===== config.mk =====
export PLATFORM = sky130hd
export DESIGN_NAME = control_unit_flat
export DESIGN_NICKNAME = d
export VERILOG_FILES = /design/src/rtl/cpu_defs_pkg.sv /design/src/rtl/control_unit_if.sv /design/src/rtl/reg_select.sv /design/src/rtl/control_unit.sv /design/src/flat_wrapper.sv
export SDC_FILE = /design/constraint.sdc
export NUM_CORES = 1
export LEC_CHECK = 0
export CAP_MARGIN = 25
export CELL_PAD_IN_SITES_DETAIL_PLACEMENT = 0
export CELL_PAD_IN_SITES_GLOBAL_PLACEMENT = 1
export CORE_MARGIN = 3
export CORE_UTILIZATION = 21
export CTS_BUF_LIST = sky130_fd_sc_hd__clkbuf_16
export DETAILED_ROUTE_END_ITERATION = 16
export GPL_TIMING_DRIVEN = 0
export PLACE_DENSITY_LB_ADDON = 0.3
export SLEW_MARGIN = 20
export SYNTH_ARGS = -nofsm -noshare
export SYNTH_HDL_FRONTEND = slang
export SYNTH_SLANG_ARGS = --single-unit

===== constraint.sdc =====
create_clock -name clk -period 2.6 [get_ports clk]
set_clock_uncertainty 0.1 [all_clocks]
set_input_delay 0.52 -clock clk [delete_from_list [all_inputs] [get_ports clk]]
set_output_delay 0.52 -clock clk [all_outputs]
set_load 0.01 [all_outputs]

===== src/rtl/cpu_defs_pkg.sv =====
// Shared opcode constants, FSM state encoding and control-word layout for the
// instruction-sequencing control unit.
package cpu_defs_pkg;

  localparam logic [4:0] OpLd   = 5'b00000;
  localparam logic [4:0] OpLdi  = 5'b00001;
  localparam logic [4:0] OpSt   = 5'b00010;
  localparam logic [4:0] OpAdd  = 5'b00011;
  localparam logic [4:0] OpSub  = 5'b00100;
  localparam logic [4:0] OpAnd  = 5'b00101;
  localparam logic [4:0] OpOr   = 5'b00110;
  localparam logic [4:0] OpShr  = 5'b00111;
  localparam logic [4:0] OpShra = 5'b01000;
  localparam logic [4:0] OpShl  = 5'b01001;
  localparam logic [4:0] OpRor  = 5'b01010;
  localparam logic [4:0] OpRol  = 5'b01011;
  localparam logic [4:0] OpAddi = 5'b01100;
  localparam logic [4:0] OpAndi = 5'b01101;
  localparam logic [4:0] OpOri  = 5'b01110;
  localparam logic [4:0] OpDiv  = 5'b01111;
  localparam logic [4:0] OpMul  = 5'b10000;
  localparam logic [4:0] OpNeg  = 5'b10001;
  localparam logic [4:0] OpNot  = 5'b10010;
  localparam logic [4:0] OpHalt = 5'b11111;

  typedef enum logic [2:0] {
    StT0   = 3'd0,
    StT1   = 3'd1,
    StT2   = 3'd2,
    StT3   = 3'd3,
    StT4   = 3'd4,
    StT5   = 3'd5,
    StT6   = 3'd6,
    StHalt = 3'd7
  } state_e;

  typedef struct packed {
    logic pc_out;
    logic zlo_out;
    logic zhi_out;
    logic mdr_out;
    logic mar_enable;
    logic z_enable;
    logic pc_enable;
    logic mdr_enable;
    logic ir_enable;
    logic y_enable;
    logic pc_increment;
    logic read;
    logic lo_enable;
    logic hi_enable;
  } ctrl_t;

  // Register-to-register ops this phase can execute.
  function automatic logic op_supported(input logic [4:0] op);
    case (op)
      OpAdd, OpSub, OpAnd, OpOr, OpShr, OpShra, OpShl, OpRor, OpRol,
      OpDiv, OpMul, OpNeg, OpNot: return 1'b1;
      default:                    return 1'b0;
    endcase
  endfunction

  function automatic logic op_is_muldiv(input logic [4:0] op);
    return (op == OpMul) || (op == OpDiv);
  endfunction

  function automatic logic op_is_unary(input logic [4:0] op);
    return (op == OpNeg) || (op == OpNot);
  endfunction

endpackage


===== src/rtl/control_unit_if.sv =====
// Control-unit to datapath bundle: instruction/handshake inputs and all
// register, memory and bus-drive controls.
interface control_unit_if;

  logic [31:0] ir;
  logic        mem_ready;
  logic        stop;

  logic        pc_out;
  logic        zlo_out;
  logic        zhi_out;
  logic        mdr_out;
  logic        mar_enable;
  logic        z_enable;
  logic        pc_enable;
  logic        mdr_enable;
  logic        ir_enable;
  logic        y_enable;
  logic        pc_increment;
  logic        read;
  logic        lo_enable;
  logic        hi_enable;
  logic [4:0]  op_code;
  logic [15:0] r_out;
  logic [15:0] r_in;
  logic        run;
  logic        illegal;

  modport master (
    input  ir, mem_ready, stop,
    output pc_out, zlo_out, zhi_out, mdr_out, mar_enable, z_enable, pc_enable,
           mdr_enable, ir_enable, y_enable, pc_increment, read, lo_enable, hi_enable,
           op_code, r_out, r_in, run, illegal
  );

  modport slave (
    output ir, mem_ready, stop,
    input  pc_out, zlo_out, zhi_out, mdr_out, mar_enable, z_enable, pc_enable,
           mdr_enable, ir_enable, y_enable, pc_increment, read, lo_enable, hi_enable,
           op_code, r_out, r_in, run, illegal
  );

endinterface


===== src/rtl/reg_select.sv =====
// 4-to-16 one-hot decoder with enable; all-zero output when disabled.
module reg_select (
  input  logic [3:0]  sel_i,
  input  logic        en_i,
  output logic [15:0] onehot_o
);

  always_comb begin
    onehot_o = '0;
    if (en_i) begin
      onehot_o[sel_i] = 1'b1;
    end
  end

endmodule


===== src/rtl/control_unit.sv =====
// Moore control unit: T0-T2 fetch, T3 decode, T4-T6 register-to-register
// execute, with a terminal HALT state left only through clr.
module control_unit
  import cpu_defs_pkg::*;
(
  input  logic           clk,
  input  logic           clr,
  control_unit_if.master ctrl_io
);

  state_e      state_q, state_d;
  logic        active_q;
  logic        illegal_q, illegal_d;
  ctrl_t       ctrl;
  logic [4:0]  op_code;
  logic [3:0]  out_sel;
  logic        out_en;
  logic        in_en;
  logic [4:0]  opcode;
  logic [3:0]  ra, rb, rc;
  logic        unused_ir;

  assign opcode    = ctrl_io.ir[31:27];
  assign ra        = ctrl_io.ir[26:23];
  assign rb        = ctrl_io.ir[22:19];
  assign rc        = ctrl_io.ir[18:15];
  assign unused_ir = ^ctrl_io.ir[14:0];

  // active_q keeps outputs quiet between clr release and the first clock edge.
  always_ff @(posedge clk or posedge clr) begin
    if (clr) begin
      state_q   <= StT0;
      active_q  <= 1'b0;
      illegal_q <= 1'b0;
    end else begin
      state_q   <= state_d;
      active_q  <= 1'b1;
      illegal_q <= illegal_d;
    end
  end

  always_comb begin
    state_d   = state_q;
    illegal_d = illegal_q;
    ctrl      = '0;
    op_code   = '0;
    out_sel   = '0;
    out_en    = 1'b0;
    in_en     = 1'b0;
    if (active_q) begin
      unique case (state_q)
        StT0: begin
          ctrl.pc_out       = 1'b1;
          ctrl.mar_enable   = 1'b1;
          ctrl.pc_increment = 1'b1;
          state_d           = StT1;
        end
        StT1: begin
          ctrl.read       = 1'b1;
          ctrl.mdr_enable = 1'b1;
          if (ctrl_io.mem_ready) begin
            state_d = StT2;
          end
        end
        StT2: begin
          ctrl.mdr_out   = 1'b1;
          ctrl.ir_enable = 1'b1;
          state_d        = StT3;
        end
        StT3: begin
          if (opcode == OpHalt) begin
            state_d = StHalt;
          end else if (op_supported(opcode)) begin
            out_sel       = rb;
            out_en        = 1'b1;
            ctrl.y_enable = 1'b1;
            state_d       = StT4;
          end else begin
            illegal_d = 1'b1;
            state_d   = StHalt;
          end
        end
        StT4: begin
          op_code       = opcode;
          ctrl.z_enable = 1'b1;
          out_sel       = op_is_unary(opcode) ? rb : rc;
          out_en        = 1'b1;
          state_d       = StT5;
        end
        StT5: begin
          ctrl.zlo_out = 1'b1;
          if (op_is_muldiv(opcode)) begin
            ctrl.lo_enable = 1'b1;
            state_d        = StT6;
          end else begin
            in_en   = 1'b1;
            state_d = ctrl_io.stop ? StHalt : StT0;
          end
        end
        StT6: begin
          ctrl.zhi_out   = 1'b1;
          ctrl.hi_enable = 1'b1;
          state_d        = ctrl_io.stop ? StHalt : StT0;
        end
        StHalt: begin
          state_d = StHalt;
        end
      endcase
    end
  end

  reg_select u_r_out_sel (
    .sel_i    (out_sel),
    .en_i     (out_en),
    .onehot_o (ctrl_io.r_out)
  );

  reg_select u_r_in_sel (
    .sel_i    (ra),
    .en_i     (in_en),
    .onehot_o (ctrl_io.r_in)
  );

  // pc_enable stays low until branch support exists; ctrl.pc_enable is never set.
  assign ctrl_io.pc_out       = ctrl.pc_out;
  assign ctrl_io.zlo_out      = ctrl.zlo_out;
  assign ctrl_io.zhi_out      = ctrl.zhi_out;
  assign ctrl_io.mdr_out      = ctrl.mdr_out;
  assign ctrl_io.mar_enable   = ctrl.mar_enable;
  assign ctrl_io.z_enable     = ctrl.z_enable;
  assign ctrl_io.pc_enable    = ctrl.pc_enable;
  assign ctrl_io.mdr_enable   = ctrl.mdr_enable;
  assign ctrl_io.ir_enable    = ctrl.ir_enable;
  assign ctrl_io.y_enable     = ctrl.y_enable;
  assign ctrl_io.pc_increment = ctrl.pc_increment;
  assign ctrl_io.read         = ctrl.read;
  assign ctrl_io.lo_enable    = ctrl.lo_enable;
  assign ctrl_io.hi_enable    = ctrl.hi_enable;
  assign ctrl_io.op_code      = op_code;
  assign ctrl_io.run          = active_q && (state_q != StHalt);
  assign ctrl_io.illegal      = illegal_q;

endmodule

===== src/flat_wrapper.sv =====
// flat-port wrapper written by rule: the top's interface ports become plain ports
module control_unit_flat import cpu_defs_pkg::*;
  (clk, clr, ctrl_io_ir, ctrl_io_mem_ready, ctrl_io_stop, ctrl_io_pc_out, ctrl_io_zlo_out, ctrl_io_zhi_out, ctrl_io_mdr_out, ctrl_io_mar_enable, ctrl_io_z_enable, ctrl_io_pc_enable, ctrl_io_mdr_enable, ctrl_io_ir_enable, ctrl_io_y_enable, ctrl_io_pc_increment, ctrl_io_read, ctrl_io_lo_enable, ctrl_io_hi_enable, ctrl_io_op_code, ctrl_io_r_out, ctrl_io_r_in, ctrl_io_run, ctrl_io_illegal);
  control_unit_if ctrl_io_i ();
  input  logic clk;
  input  logic clr;
  input wire logic [$bits(ctrl_io_i.ir)-1:0] ctrl_io_ir;
  input wire logic [$bits(ctrl_io_i.mem_ready)-1:0] ctrl_io_mem_ready;
  input wire logic [$bits(ctrl_io_i.stop)-1:0] ctrl_io_stop;
  output wire logic [$bits(ctrl_io_i.pc_out)-1:0] ctrl_io_pc_out;
  output wire logic [$bits(ctrl_io_i.zlo_out)-1:0] ctrl_io_zlo_out;
  output wire logic [$bits(ctrl_io_i.zhi_out)-1:0] ctrl_io_zhi_out;
  output wire logic [$bits(ctrl_io_i.mdr_out)-1:0] ctrl_io_mdr_out;
  output wire logic [$bits(ctrl_io_i.mar_enable)-1:0] ctrl_io_mar_enable;
  output wire logic [$bits(ctrl_io_i.z_enable)-1:0] ctrl_io_z_enable;
  output wire logic [$bits(ctrl_io_i.pc_enable)-1:0] ctrl_io_pc_enable;
  output wire logic [$bits(ctrl_io_i.mdr_enable)-1:0] ctrl_io_mdr_enable;
  output wire logic [$bits(ctrl_io_i.ir_enable)-1:0] ctrl_io_ir_enable;
  output wire logic [$bits(ctrl_io_i.y_enable)-1:0] ctrl_io_y_enable;
  output wire logic [$bits(ctrl_io_i.pc_increment)-1:0] ctrl_io_pc_increment;
  output wire logic [$bits(ctrl_io_i.read)-1:0] ctrl_io_read;
  output wire logic [$bits(ctrl_io_i.lo_enable)-1:0] ctrl_io_lo_enable;
  output wire logic [$bits(ctrl_io_i.hi_enable)-1:0] ctrl_io_hi_enable;
  output wire logic [$bits(ctrl_io_i.op_code)-1:0] ctrl_io_op_code;
  output wire logic [$bits(ctrl_io_i.r_out)-1:0] ctrl_io_r_out;
  output wire logic [$bits(ctrl_io_i.r_in)-1:0] ctrl_io_r_in;
  output wire logic [$bits(ctrl_io_i.run)-1:0] ctrl_io_run;
  output wire logic [$bits(ctrl_io_i.illegal)-1:0] ctrl_io_illegal;
  assign ctrl_io_i.ir = ctrl_io_ir;
  assign ctrl_io_i.mem_ready = ctrl_io_mem_ready;
  assign ctrl_io_i.stop = ctrl_io_stop;
  assign ctrl_io_pc_out = ctrl_io_i.pc_out;
  assign ctrl_io_zlo_out = ctrl_io_i.zlo_out;
  assign ctrl_io_zhi_out = ctrl_io_i.zhi_out;
  assign ctrl_io_mdr_out = ctrl_io_i.mdr_out;
  assign ctrl_io_mar_enable = ctrl_io_i.mar_enable;
  assign ctrl_io_z_enable = ctrl_io_i.z_enable;
  assign ctrl_io_pc_enable = ctrl_io_i.pc_enable;
  assign ctrl_io_mdr_enable = ctrl_io_i.mdr_enable;
  assign ctrl_io_ir_enable = ctrl_io_i.ir_enable;
  assign ctrl_io_y_enable = ctrl_io_i.y_enable;
  assign ctrl_io_pc_increment = ctrl_io_i.pc_increment;
  assign ctrl_io_read = ctrl_io_i.read;
  assign ctrl_io_lo_enable = ctrl_io_i.lo_enable;
  assign ctrl_io_hi_enable = ctrl_io_i.hi_enable;
  assign ctrl_io_op_code = ctrl_io_i.op_code;
  assign ctrl_io_r_out = ctrl_io_i.r_out;
  assign ctrl_io_r_in = ctrl_io_i.r_in;
  assign ctrl_io_run = ctrl_io_i.run;
  assign ctrl_io_illegal = ctrl_io_i.illegal;
  control_unit u_core (.clk(clk), .clr(clr), .ctrl_io(ctrl_io_i));
endmodule

==> metrics.yaml <==
synthesis:
  yosysSeqAreaShare_pct: 11.8
  synth_compound_area_share_pct: 29.1
  synth_area_leaders: "dfrtp_1 12%, nor4_1 9.5%, nor2_1 6.7%"
  synth_nets: 186
  syn_area_per_cell_um2: 7.05
  synth-edff-count: 0
  synth_top_area_cell: "dfrtp_1"
  synth_ff_type: "dfrtp_1"
  synth_xor_area_share_pct: 0.828
  yosys_warnings: 0
  syn_area_mm2: 0.00106
  synthCells: 150
  ys_async_sr_fraction_pct: 100
  synth_top_family_by_area: "simple AND/OR/NAND/NOR gates"
  yosysUniqueCellTypes: 51
  synth_top_area_share_pct: 11.8
  synth.mux.area_fraction_pct: 2.01
  yosys.area_share.adder_pct: 0
  synthSimpleGateAreaFrac_pct: 45.6
  ys_ff_latch: 5
finish:
  final_cell_mix: "36 x buf_4, 27 x clkdlybuf4s50_1, 26 x buf_2"
  diodes: 0
  area_growth_pct: 168
  stdcell_count: 342
  final_layout_size_suffix_gt1_share_pct: 55.6
  final_cell_area_mm2: 0.00284
  fin_nets: 312
  final_common_cell: "buf_4"
power:
  total_power_mw: 1.31
  power_density_mw_per_mm2: 463
  leakage_nw: 1.33
  peakVddDrop_uv: 411
die:
  io_pins: 89
  rows: 25
  dieHeight_um: 77.0
  die_x_um: 77.0
  die-area_mm2: 0.00592
  design.core.area_mm2: 0.00479
  initial_core_util_pct: 22.1
hold_path:
  hold_class: "reg2reg"
  min_from: "u_core.ctrl_io.illegal$_DFFE_PP0P_"
  worstHoldEndpoint: "u_core.ctrl_io.illegal$_DFFE_PP0P_"
  hold_depth: 1
worst_setup_path:
  worstPathArrival_ns: 2.35
  reg2regPathDepth: 5
  rr_startpoint: "u_core.state_q[2]$_DFFE_PP0P_"
  r2r_setup_slack_ns: 0.97
  crit_slowest_cell: "a21boi_4"
  crit_path_start_kind: "primary input"
  worstSetupPathType: "in2out"
  cp.required_ns: 1.98
  crit_top_cell: "buf_8"
  critPathMaxFanout: 8
  endpoint_kind: "output pin"
  r2r_end: "u_core.state_q[1]$_DFFE_PP0P_"
  crit_chain: "buf_8 -> buf_8 -> or3b_4 -> nor2_4 -> buf_6 -> mux2_4 -> a21boi_4 -> nor4_4 -> buf_2"
  slowest_delay_ns: 0.53
placement:
  post-place-cells: 288
  gp_congestion: 0.801
  dp_hpwl_um: 3350
  place_area_mm2: 0.00217
  portBuffers: 71
global_routing:
  grt_pass1_wl_um: 8120
  grt_max_degree: 11
  grt_pass1_vias: 1675
  grt_use_total_pct: 16.5
  gr-total-overflow: 0
  antenna_found_initial: 0
cts:
  cts_made_buffers: 3
  cts_tree: "built"
  clock-sinks: 5
  clkTransAtPathRegs_ns: 0.03
  htree_levels: 1
  worstSkewPairLatency_ns: 0.23
  root_buffer: "clkbuf_16"
  cts.path.max_buffers: 2
timing:
  fin_ws_ns: -0.369
  fmax_mhz: 337
  fin_crit_sh_pct: 114
  relSlewSlack_pct: 54.6
  finalSetupTns_ns: -4.86
  final.min_clock_period_ns: 2.97
  worstMarginPinSlew_ns: 0.681
  finalHoldViolCount: 0
  setup_viol: 16
  slew_viol_final: 0
  rsz0062_at_grt: "true"
routing:
  vias: 1633
  vias_per_cell: 4.77
  finalWirelength_um: 5080
  drcViolationCount: 0
  routedWlPerCell_um: 14.8
  drt_first_pass_iters: 4
  drt-initial-drc-count: 51
  ant_nets: 0
outcome:
  status: "finished, violations left"
  violations: "negative setup slack"
run:
  drv_cap: 0
-- worst max-delay path by stage --
stage,start,end,slack [ns],cells after the start
after floorplan,ctrl_io_ir[31],ctrl_io_r_out[11],-0.05,6
after global placement,ctrl_io_ir[30],ctrl_io_r_out[15],-1.25,7
after detailed placement,ctrl_io_ir[30],ctrl_io_r_out[15],-1.27,7
after CTS,ctrl_io_ir[29],ctrl_io_r_out[15],-0.40,9
after global routing,ctrl_io_ir[29],ctrl_io_r_out[1],-0.43,9
final,ctrl_io_ir[29],ctrl_io_r_out[1],-0.37,9
-- timing repair --
action | CTS | global route
setup buffers | 40 | 12
pin swaps | 21 | 18
setup endpoints to repair | 44 | 36
hold buffers | 0 | 0
resized for setup | 169 | 29
-- sequential cells by signal, indices dropped and copies added, names as in the netlist --
name and count:
u_core.active_q 1, u_core.ctrl_io.illegal 1, u_core.state_q 3
-- cells in the mapped netlist, types with 2 or more instances --
cell type / number
a21oi_1: 5
a31oi_1: 2
and2_1: 7
buf_1: 2
buf_2: 2
buf_4: 8
conb_1: 2
dfrtp_1: 5
inv_1: 5
nand2_1: 13
nand2b_1: 5
nand3_1: 2
nand4b_1: 2
nor2_1: 19
nor2b_1: 3
nor3_1: 7
nor3b_1: 3
nor4_1: 16
o21a_1: 2
o21ai_0: 2
o21ai_1: 2
o221a_2: 3
o221ai_1: 2
o221ai_2: 2
or2_2: 2
or3_1: 2
-- area by class of cell --
type,instances,area [µm²]
buffer,14,125
clock buffer,3,75.1
clock inverter,1,3.75
fill,439,1950
inverter,5,18.8
multi-input combinational,126,1310
sequential,5,126
tap,67,83.8
timing repair buffer,121,1090
-- worst max-delay path, delay by kind of cell --
| family | cells | cell delay [ns] |
|---|---|---|
| and+or+nand+nor | 3 | 0.63 |
| AOI/OAI and AO/OA | 1 | 0.53 |
| buffers and inverters | 4 | 0.49 |
| muxes | 1 | 0.16 |
-- per-stage QoR --
step / utilization, % / hold WS [ns] / worst slack, ns
detailed placement: 45.4 / 0.358 / -1.27
floorplan: - / 0.199 / -0.0483
CTS: 56.5 / 0.362 / -0.399
global placement: 45.4 / 0.351 / -1.25
global route: 59.3 / 0.364 / -0.431
finish: 59.3 / 0.358 / -0.369
-- layer usage --
metal,vias up,global-route usage (%),wire [µm]
met5,-,0,0
met2,51,29.9,2660
met4,0,5.07,97
li1,812,-,-
met1,760,19.7,2070
met3,10,2.82,245
-- power by group --
group / internal, mW / switching [mW] / total, mW
clock network: 0.199 / 0.0497 / 0.249
registers: 0.109 / 0.0205 / 0.129
logic: 0.458 / 0.476 / 0.934
total: 0.766 / 0.546 / 1.31
-- cells by family after synthesis --
logic type	after synthesis
simple gates	87
compound gates	34
buf+inv	19
flops	5
mux	2
other cells	2
xor+xnor	1
Note: power is estimated with default switching activity, not from simulation.
